## src/rtl/alu_decode_stage.sv

```systemverilog
// Decode/issue stage for RV32I ALU-class instructions (OP, OP-IMM, LUI, AUIPC).
// Holds one decoded entry in a registered slot with valid/ready handshake.
module alu_decode_stage #(
    parameter int CNT_W = 8
) (
    input  logic             clk,
    input  logic             rst,
    input  logic             instr_valid,
    output logic             instr_ready,
    input  logic [31:0]      instr,
    input  logic [31:0]      pc,
    output logic [4:0]       rs1_addr,
    output logic [4:0]       rs2_addr,
    input  logic [31:0]      rs1_data,
    input  logic [31:0]      rs2_data,
    input  logic             flush,
    output logic             ex_valid,
    input  logic             ex_ready,
    output logic [31:0]      operand_a,
    output logic [31:0]      operand_b,
    output logic [3:0]       alu_op,
    output logic [4:0]       rd_addr,
    output logic             rd_we,
    output logic             illegal,
    output logic [CNT_W-1:0] illegal_count
);

    localparam logic [6:0] OPC_OP    = 7'b0110011;
    localparam logic [6:0] OPC_OPIMM = 7'b0010011;
    localparam logic [6:0] OPC_LUI   = 7'b0110111;
    localparam logic [6:0] OPC_AUIPC = 7'b0010111;
    localparam logic [6:0] F7_ZERO   = 7'b0000000;
    localparam logic [6:0] F7_ALT    = 7'b0100000;

    localparam logic [3:0] OP_ADD  = 4'b0000;
    localparam logic [3:0] OP_SUB  = 4'b0001;
    localparam logic [3:0] OP_SLT  = 4'b0010;
    localparam logic [3:0] OP_SLTU = 4'b0011;
    localparam logic [3:0] OP_AND  = 4'b0100;
    localparam logic [3:0] OP_OR   = 4'b0101;
    localparam logic [3:0] OP_XOR  = 4'b0110;
    localparam logic [3:0] OP_SLL  = 4'b1000;
    localparam logic [3:0] OP_SRL  = 4'b1001;
    localparam logic [3:0] OP_SRA  = 4'b1010;

    logic [6:0]  opcode;
    logic [2:0]  funct3;
    logic [6:0]  funct7;
    logic [31:0] imm_i;
    logic [31:0] imm_u;
    logic [31:0] shamt;
    logic [3:0]  base_op;

    logic        d_legal;
    logic [3:0]  d_op;
    logic [31:0] d_a;
    logic [31:0] d_b;
    logic        accept;

    assign opcode   = instr[6:0];
    assign funct3   = instr[14:12];
    assign funct7   = instr[31:25];
    assign imm_i    = {{20{instr[31]}}, instr[31:20]};
    assign imm_u    = {instr[31:12], 12'b0};
    assign shamt    = {27'b0, instr[24:20]};
    assign rs1_addr = instr[19:15];
    assign rs2_addr = instr[24:20];

    // funct3 -> command for the funct7 = 0 forms shared by OP and OP-IMM
    always_comb begin
        base_op = OP_ADD;
        unique case (funct3)
            3'b000: base_op = OP_ADD;
            3'b001: base_op = OP_SLL;
            3'b010: base_op = OP_SLT;
            3'b011: base_op = OP_SLTU;
            3'b100: base_op = OP_XOR;
            3'b101: base_op = OP_SRL;
            3'b110: base_op = OP_OR;
            3'b111: base_op = OP_AND;
            default: base_op = OP_ADD;
        endcase
    end

    always_comb begin
        d_legal = 1'b0;
        d_op    = OP_ADD;
        d_a     = 32'b0;
        d_b     = 32'b0;
        unique case (opcode)
            OPC_OP: begin
                d_a = rs1_data;
                d_b = rs2_data;
                if (funct7 == F7_ZERO) begin
                    d_legal = 1'b1;
                    d_op    = base_op;
                end else if (funct7 == F7_ALT && funct3 == 3'b000) begin
                    d_legal = 1'b1;
                    d_op    = OP_SUB;
                end else if (funct7 == F7_ALT && funct3 == 3'b101) begin
                    d_legal = 1'b1;
                    d_op    = OP_SRA;
                end
            end
            OPC_OPIMM: begin
                d_a = rs1_data;
                if (funct3 == 3'b001) begin
                    d_b     = shamt;
                    d_legal = (funct7 == F7_ZERO);
                    d_op    = OP_SLL;
                end else if (funct3 == 3'b101) begin
                    d_b     = shamt;
                    d_legal = (funct7 == F7_ZERO) || (funct7 == F7_ALT);
                    d_op    = (funct7 == F7_ALT) ? OP_SRA : OP_SRL;
                end else begin
                    d_b     = imm_i;
                    d_legal = 1'b1;
                    d_op    = base_op;
                end
            end
            OPC_LUI: begin
                d_legal = 1'b1;
                d_b     = imm_u;
            end
            OPC_AUIPC: begin
                d_legal = 1'b1;
                d_a     = pc;
                d_b     = imm_u;
            end
            default: d_legal = 1'b0;
        endcase
        // Illegal entries still flow through, but carry a zeroed command
        if (!d_legal) begin
            d_op = OP_ADD;
            d_a  = 32'b0;
            d_b  = 32'b0;
        end
    end

    assign instr_ready = !rst && (!ex_valid || ex_ready);
    assign accept      = instr_valid && instr_ready && !flush;

    always_ff @(posedge clk or posedge rst) begin
        if (rst) begin
            ex_valid  <= 1'b0;
            operand_a <= 32'b0;
            operand_b <= 32'b0;
            alu_op    <= 4'b0;
            rd_addr   <= 5'b0;
            rd_we     <= 1'b0;
            illegal   <= 1'b0;
        end else if (flush) begin
            ex_valid <= 1'b0;
        end else if (accept) begin
            ex_valid  <= 1'b1;
            operand_a <= d_a;
            operand_b <= d_b;
            alu_op    <= d_op;
            rd_addr   <= instr[11:7];
            rd_we     <= d_legal && (instr[11:7] != 5'd0);
            illegal   <= !d_legal;
        end else if (ex_ready) begin
            ex_valid <= 1'b0;
        end
    end

    always_ff @(posedge clk or posedge rst) begin
        if (rst) begin
            illegal_count <= '0;
        end else if (accept && !d_legal && illegal_count != {CNT_W{1'b1}}) begin
            illegal_count <= illegal_count + CNT_W'(1);
        end
    end

endmodule

```

## config.mk

```make
export PLATFORM = sky130hd
export DESIGN_NAME = alu_decode_stage
export DESIGN_NICKNAME = d
export VERILOG_FILES = /design/src/rtl/alu_decode_stage.sv
export SDC_FILE = /design/constraint.sdc
export NUM_CORES = 1
export LEC_CHECK = 0
export CORE_ASPECT_RATIO = 0.7
export CORE_MARGIN = 2
export CORE_UTILIZATION = 40
export DETAILED_ROUTE_END_ITERATION = 6
export HOLD_SLACK_MARGIN = 0.05
export PLACE_DENSITY = 0.82
export SYNTH_ARGS = -nofsm -noshare
export SYNTH_HDL_FRONTEND = slang
export SYNTH_SLANG_ARGS = --single-unit
```

## constraint.sdc

```tcl
create_clock -name clk -period 3.1 [get_ports clk]
set_clock_uncertainty 0.1 [all_clocks]
set_input_delay 0.62 -clock clk [delete_from_list [all_inputs] [get_ports clk]]
set_output_delay 0.62 -clock clk [all_outputs]
set_load 0.01 [all_outputs]
```

* Word-level counts from Yosys, hierarchy flattened
Memory sizes are Yosys's and may differ from the RTL's.
Cells that the tools add are included.
** Storage, ports and cells
- ROM bits :: 32
- Memories kept :: 1
- Register bits :: 84
** Memory list
- (name not given) :: depth 8, bits a word 4, read ports 1, clocked after memory_dff 0, wr ports 0, line 72 : unique case (funct3)
** Cells by class
- Multiplexer cells :: 23
- Add/sub/neg operators :: 1
- Bitwise logic cells :: 1
- Equal/unequal tests :: 8
- Reductions and logical operators :: 21
** Operators by type and width (number)
- $mux 32 :: 4
- $pmux 32 s3 :: 1
- $pmux 32 s2 :: 1
- $mux 4 :: 6
- $eq 7x6->1 const B :: 3
- $eq 7x5->1 const B :: 2
- $add 8x1->8 const B :: 1
- $logic_and 1x1->1 :: 8
- $mux 1 :: 8
- $ne 8x8->1 const B :: 1
- $pmux 4 s2 :: 1
- $logic_not 7->1 :: 1
- $reduce_bool 5->1 :: 1
- $logic_not 1->1 :: 4
- $reduce_or 2->1 :: 2
- $eq 3x1->1 const B :: 1
- $eq 3x3->1 const B :: 1
- $logic_not 3->1 :: 1
- $pmux 1 s3 :: 1
- $reduce_bool 3->1 :: 1
- $logic_or 1x1->1 :: 2
- $mux 2 :: 1
- $reduce_and 2->1 :: 1
- $not 1->1 :: 1

* Logic depth before layout (Yosys ltp)
Gate-level depths: netlist (run 1).
- Word-level depth :: 9
- Gate-level depth with buffers :: 10

* Worst setup path before layout (run 1)
Ideal clock, no wire load.
- Kind :: input to register
- Start point :: input instr[13]
- End point :: register operand_a[23]
- Buffers on the path :: 3
- Stages :: 10
- Setup time :: 147 ps
- Arrival time :: 2230 ps
- Path slack :: 623 ps
- Cell sequence :: inv_1 ha_1 clkbuf_1 mux2_2 a21boi_0 nor2_1 o31ai_1 buf_6 buf_6 o31ai_2
** Between the ends
- Longest elaborated chain between the ends :: 7
- Elaborated cells on any way between the ends :: 12
- Those cells by class :: eq/ne (2); mux (7); reduce/logical (3)
** RTL lines
- start: declaration :: line 10 : input logic [31:0] instr,
- $eq 3x3->1 :: line 100, 111
- $logic_and 1x1->1 :: line 100 : end else if (funct7 == F7_ALT && funct3 == 3'b101) begin
- $mux 1 :: line 100
- $mux 1 :: line 97 : end else if (funct7 == F7_ALT && funct3 == 3'b000) begin
- $mux 1 :: line 94 : if (funct7 == F7_ZERO) begin
- $pmux 1 s3 (*) :: line 90 : unique case (opcode)
- $mux 32 (*) :: line 133 : if (!d_legal) begin
- end signal: assignment :: line 146 : operand_a <= 32'b0;
- end signal: assignment :: line 156 : operand_a <= d_a;
- end: declaration :: line 19 : output logic [31:0] operand_a,
Mark *: on every way between the ends. The rest lies on a longest branch, timed or not.
A chain may end at the register's enable or synchronous reset.

* Worst setup path in the final report (run 1)
- Start point :: input instr[25]
- End point :: register operand_a[10]
** Between the ends
- Longest elaborated chain between the ends :: 7
- Elaborated cells on any way between the ends :: 12
- Those cells by class :: eq/ne (1); mux (7); reduce/logical (4)
** RTL lines (line)
- $eq 7x6->1 :: 97, 100, 113
- $logic_and 1x1->1 :: 100
- $mux 1 :: 100
- $mux 1 :: 97
- $mux 1 :: 94
- $pmux 1 s3 (*) :: 90
- $mux 32 (*) :: 133
Marks and branches as above.

==> out/qor.yml, run 1 <==
regArea_sq_mm: 0.002102
grt_pass1_vias: 4545
hp-class: "register to register"
crit_arrival_ns: 2.94
slew_headroom: 0.1567
total_power_mw: 2.973
grt_usage: 0.2320
tightest_slew_ns: 1.259
synthCells: 533
dp_hpwl_um: 11320
crit_required_ns: 3.24
gp_congestion: 0.8977
finalCritPeriodShare: 0.9022
cp-endpoint: "operand_a[10]"
r2r-start: "ex_valid"
ant_nets: 0
startpoint_type: "input port"
drt-wirelength-per-cell_um: 16.59
fillers: 913
async_flop_share: 1.000
antenna_found_initial: 0
ir_worst_vdd_uv: 337.3
clock_latency_ns: 0.33
routed_via_density: 5.198
nets: 879
drive_gt1_frac: 0.1166
critPathMaxFanout: 34
clock-root-buffer: "clkbuf_16"
slew_viol_final: 0
layout_common_cells: "clkdlybuf4s50_1, nand2_1, dfrtp_1, a21oi_1, o21ai_0"
fin_crit_ns: 2.797
placement.io_buffers: 227
io-pin-count: 228
p_per_area_mw_per_mm2: 391.8
synth.avg_cell_area_sq_um: 8.981
end_kind: "register"
dpl_worst_slack_ns: -0.05034
chipWidth_um: 134.8
synth_warnings: 0
setup_tns_ns: 0
reg2reg_slack_ns: 1.03
rows: 33
clkSlewWorstSetupHoldPaths_ns: 0.06
finalHoldViolCount: 0
max_clock_freq_mhz: 357.5
finalSetupViolations: 0
first_pass_iters: 4
cts_resized: 0
rr_endpoint: "illegal_count[1]"
grt_setup_unrepaired: "false"
worst_slack_ns: 0.3031
cts_setup_buffers: 0
synth_area_sq_mm: 0.004787
drc: 0
ys_types: 46
ys_ff_latch: 84
design.die.area_sq_mm: 0.01287
synth-seq-area-share: 0.4391
cts_buffer_depth: 2
drtIter0Drc: 296
core_area_sq_mm: 0.01169
start_util: 0.4097
h-tree-depth: 3
cts-hold-fix-buffers: 0
grt_pass1_wl_um: 23360
holdWs_ns: 0.3799
diodes: 0
gr-total-overflow: 0
grt_start_max_net_pins: 90
cts_buffers: 9
num_vias: 4694
routed_wl_um: 14980
multiInputGateArea_sq_mm: 0.002407
layout_commonest_cell: "clkdlybuf4s50_1"
status: "finished, final reports clean"
synthFlopType: "dfrtp_1"
worst-setup-path-type: "input port to register"
synth_nets: 671
maxCapViolCount: 0
cellLeakagePower_nw: 3.028
cts_num_sinks: 84
fp.dieH_um: 95.53
crit_start: "instr[25]"
cts_tree: "yes"
r2r_cells: 5
area_growth_pct: 58.55
synth_edf_count: 0
## stage by stage
stage               cell area (sq um)  std cells    util
global route                     7590        903  0.6495
finish                           7590        903  0.6495
CTS                              7590        903  0.6495
detailed placement               7266        887  0.6218
floorplan                        4787        533       -
global placement                 7266        887  0.6218
## logic make-up after synthesis
group,synth area share
AO/OA/AOI/OAI,0.2517
XOR/XNOR,0.01281
adder cells (fa/ha/maj),0.01307
buffers and inverters,0.06456
flip-flops,0.4391
multiplexers,0.02169
AND/OR/NAND/NOR,0.1971
## flip-flops by register name, indices dropped and copies added, names as in the netlist
register,count
rd_we,1
illegal,1
illegal_count,8
operand_a,32
alu_op,4
operand_b,32
ex_valid,1
rd_addr,5
## layout make-up
cell class,instances,area share
clock buffer,9,0.02967
timing repair buffer,253,0.3337
inverter,7,0.003627
tap,157,0.02588
multi-input combinational,386,0.3172
clock inverter,7,0.01302
sequential,84,0.2770
## critical path: stages
cell and delay (ns):
clkdlybuf4s50_1 0.44, or4_4 0.56, or3_1 0.36, nor2_1 0.25, o31ai_4 0.09, buf_12 0.20
buf_4 0.18, o31ai_2 0.22
## synth_stat cells, types with 8 or more instances
cell / instances / share of area
nand2_1: 121 / 0.095
o31ai_2: 27 / 0.071
nor3b_1: 8 / 0.013
clkbuf_1: 28 / 0.022
o31ai_1: 16 / 0.025
o21ai_0: 42 / 0.044
buf_4: 10 / 0.016
nor2b_1: 37 / 0.048
dfrtp_1: 84 / 0.44
buf_1: 10 / 0.0078
nor2_1: 8 / 0.0063
a21oi_1: 57 / 0.060
## power breakdown
part | switching [mW] | total [mW] | internal, mW
Clock | 0.444 | 1.15 | 0.709
Sequential | 0.0472 | 1.19 | 1.14
Combinational | 0.274 | 0.629 | 0.354
## worst min path at each step
stage                   from             to  slack [ns]  cells past startpoint
3_5_place_dp      rd_addr[4]     rd_addr[4]        0.37                      2
6_report           alu_op[3]      alu_op[3]        0.38                      2
5_1_grt        operand_a[12]  operand_a[12]        0.41                      2
2_1_floorplan      alu_op[2]      alu_op[2]        0.41                      2
3_3_place_gp      rd_addr[4]     rd_addr[4]        0.36                      2
4_1_cts           rd_addr[4]     rd_addr[4]        0.38                      2
## routing by layer
metal / up-vias / global-route usage / routed length [um]
met3: 20 / 0.06273 / 1121
met5: - / 0 / 0
met4: 0 / 0.06579 / 235
met2: 195 / 0.3761 / 7046
li1: 2267 / - / -
met1: 2212 / 0.3071 / 6578
Power figures use the tool's default switching activity.
==> run 2: changes to the inputs <==
==> constraint.sdc (replaced) <==
create_clock -name clk -period 3.1 [get_ports clk]
set_clock_uncertainty 0.1 [all_clocks]
set_input_delay 0.93 -clock clk [delete_from_list [all_inputs] [get_ports clk]]
set_output_delay 0.93 -clock clk [all_outputs]
set_load 0.01 [all_outputs]
==> run 2 against run 1 <==
Compared with the run above: combinational power up 3.7%; sequential share of layout area down 0.66 points; clock-buffer cell count unchanged; core utilization up 1.6 points; largest cell class unchanged.
==> out/qor.yml, run 2 (synthesis gave the netlist of run 1 again) <==
fp.dieH_um: 95.53  # unchanged
regArea_sq_mm: 0.002102  # unchanged
finalSetupViolations: 0  # unchanged
total_power_mw: 3.041  # +2.3%
cts_setup_buffers: 0  # unchanged
routed_via_density: 5.284  # +1.7%
area_growth_pct: 62.44
crit_chain: "clkdlybuf4s50_1 > clkdlybuf4s50_1"
maxCapViolCount: 0  # unchanged
layout_common_cells: "clkdlybuf4s50_1, nand2_1, dfrtp_1, a21oi_1"
fin_crit_ns: 3.070  # +0.2732 ns
h-tree-depth: 3  # unchanged
cellLeakagePower_nw: 3.137  # +3.6%
finalCritPeriodShare: 0.9904  # +0.08812
grt_pass1_wl_um: 24310  # +4.1%
finalHoldViolCount: 0  # unchanged
cts_buffer_depth: 2  # unchanged
cp_slowest_cell: "clkdlybuf4s50_1"
status: "finished, final reports clean"
cts_buffers: 9  # unchanged
startpoint_type: "input port"
cts_resized: 2  # +2
layout_commonest_cell: "clkdlybuf4s50_1"
drive_gt1_frac: 0.1458  # +0.02921
placement.io_buffers: 227  # unchanged
tightest_slew_ns: 0.5174  # -0.7419 ns
grt_setup_unrepaired: "false"
design.die.area_sq_mm: 0.01287  # unchanged
start_util: 0.4097  # unchanged
drt-wirelength-per-cell_um: 17.05  # +2.7%
drc: 0  # unchanged
num_vias: 4888  # +4.1%
path_buf_inv: 2  # -1
grt_pass1_vias: 4893  # +7.7%
multiInputGateArea_sq_mm: 0.002416  # +0.36%
hold_path_depth: 2  # unchanged
cts_num_sinks: 84  # unchanged
cp_common_cell: "clkdlybuf4s50_1"
chipWidth_um: 134.8  # unchanged
cts-hold-fix-buffers: 0  # unchanged
core_area_sq_mm: 0.01169  # unchanged
diodes: 0  # unchanged
critPathMaxStageDelay_ns: 0.56  # about the same
p_per_area_mw_per_mm2: 391.1  # -0.17%
gr-total-overflow: 0  # unchanged
clkSlewWorstSetupHoldPaths_ns: 0.07  # about the same
dpl_worst_slack_ns: -0.3336  # -0.2833 ns
drtIter0Drc: 244  # -18%
rows: 33  # unchanged
ir_worst_vdd_uv: 291.9  # -13%
end_kind: "output pin"
slew_headroom: 0.6551  # +0.4984
crit_arrival_ns: 2.04  # -0.90 ns
reg_top3: "operand_a x32, operand_b x32, illegal_count x8"
max_clock_freq_mhz: 325.7  # -8.9%
hp-class: "register to register"
nets: 901  # +2.5%
critPathMaxFanout: 2  # -94%
antenna_found_initial: 0  # unchanged
dp_hpwl_um: 12230  # +8.0%
cpLargestDelayFamily: "buffers and inverters"
gp_congestion: 0.9333  # +4.0%
slew_viol_final: 0  # unchanged
cts_tree: "yes"
worst_slack_ns: 0.02991  # -0.2732 ns
routed_wl_um: 15770  # +5.2%
io-pin-count: 228  # unchanged
worst-setup-path-type: "input port to output pin"
crit_required_ns: 2.07  # -1.17 ns
fillers: 919  # +0.66%
grt_start_max_net_pins: 56  # -38%
holdWs_ns: 0.3772  # -0.002674 ns
cp.depth: 2  # -6
first_pass_iters: 5  # +1
clock-root-buffer: "clkbuf_16"
r2r_cells: 6  # +1
grt_usage: 0.2432  # +0.01122
clock_latency_ns: 0.34  # about the same
ant_nets: 0  # unchanged
-- run 2: worst register-to-register path, stage by stage, from the launching register on --
cell,delay (ns)
dfrtp_1,0.38
nor2b_1,0.14
buf_4,0.14
or4b_4,0.56
buf_4,0.22
a211o_1,0.29
o21ai_0,0.17
-- run 2: path summary, 6_finish.rpt --
| kind | from | to | slack (ns) |
|---|---|---|---|
| setup reg to reg | ex_valid | operand_b[13] | 1.02 |
| max in group asynchronous | rst | operand_a[15] | 1.55 |
| hold reg to reg | alu_op[2] | alu_op[2] | 0.38 |
| min in group asynchronous | rst | operand_b[18] | 1.01 |
| setup / recovery | instr[20] | rs2_addr[0] | 0.03 |
| hold / removal | alu_op[2] | alu_op[2] | 0.38 |
-- run 2: final cells by class --
cell class / instances / area share
sequential: 84 / 0.2703
timing repair buffer: 275 / 0.3467
inverter: 7 / 0.003862
tap: 157 / 0.02526
multi-input combinational: 386 / 0.3107
clock inverter: 7 / 0.01416
clock buffer: 9 / 0.02896
-- run 2: through the flow --
step                        util  TNS [ns]  area, sq um  instances
final                     0.6655         0         7776        925
after global routing      0.6655         0         7776        925
after CTS                 0.6650         0         7770        925
after detailed placement  0.6361    -16.27         7433        909
after global placement    0.6361    -10.18         7433        909
after floorplan                -         0         4791        533
-- run 2: power breakdown --
group	internal (mW)	total, mW	switching (mW)
logic	0.369	0.652	0.282
registers	1.14	1.19	0.0489
clock network	0.720	1.20	0.477
total	2.23	3.04	0.808
-- run 2: metal layers --
layer	share of wire	track usage	vias up	wire [um]
li1	-	-	2312	-
met3	0.074	0.05529	28	1167
met1	0.42	0.3134	2346	6643
met5	0	0	-	0
met4	0.021	0.07807	0	337
met2	0.48	0.4095	202	7618
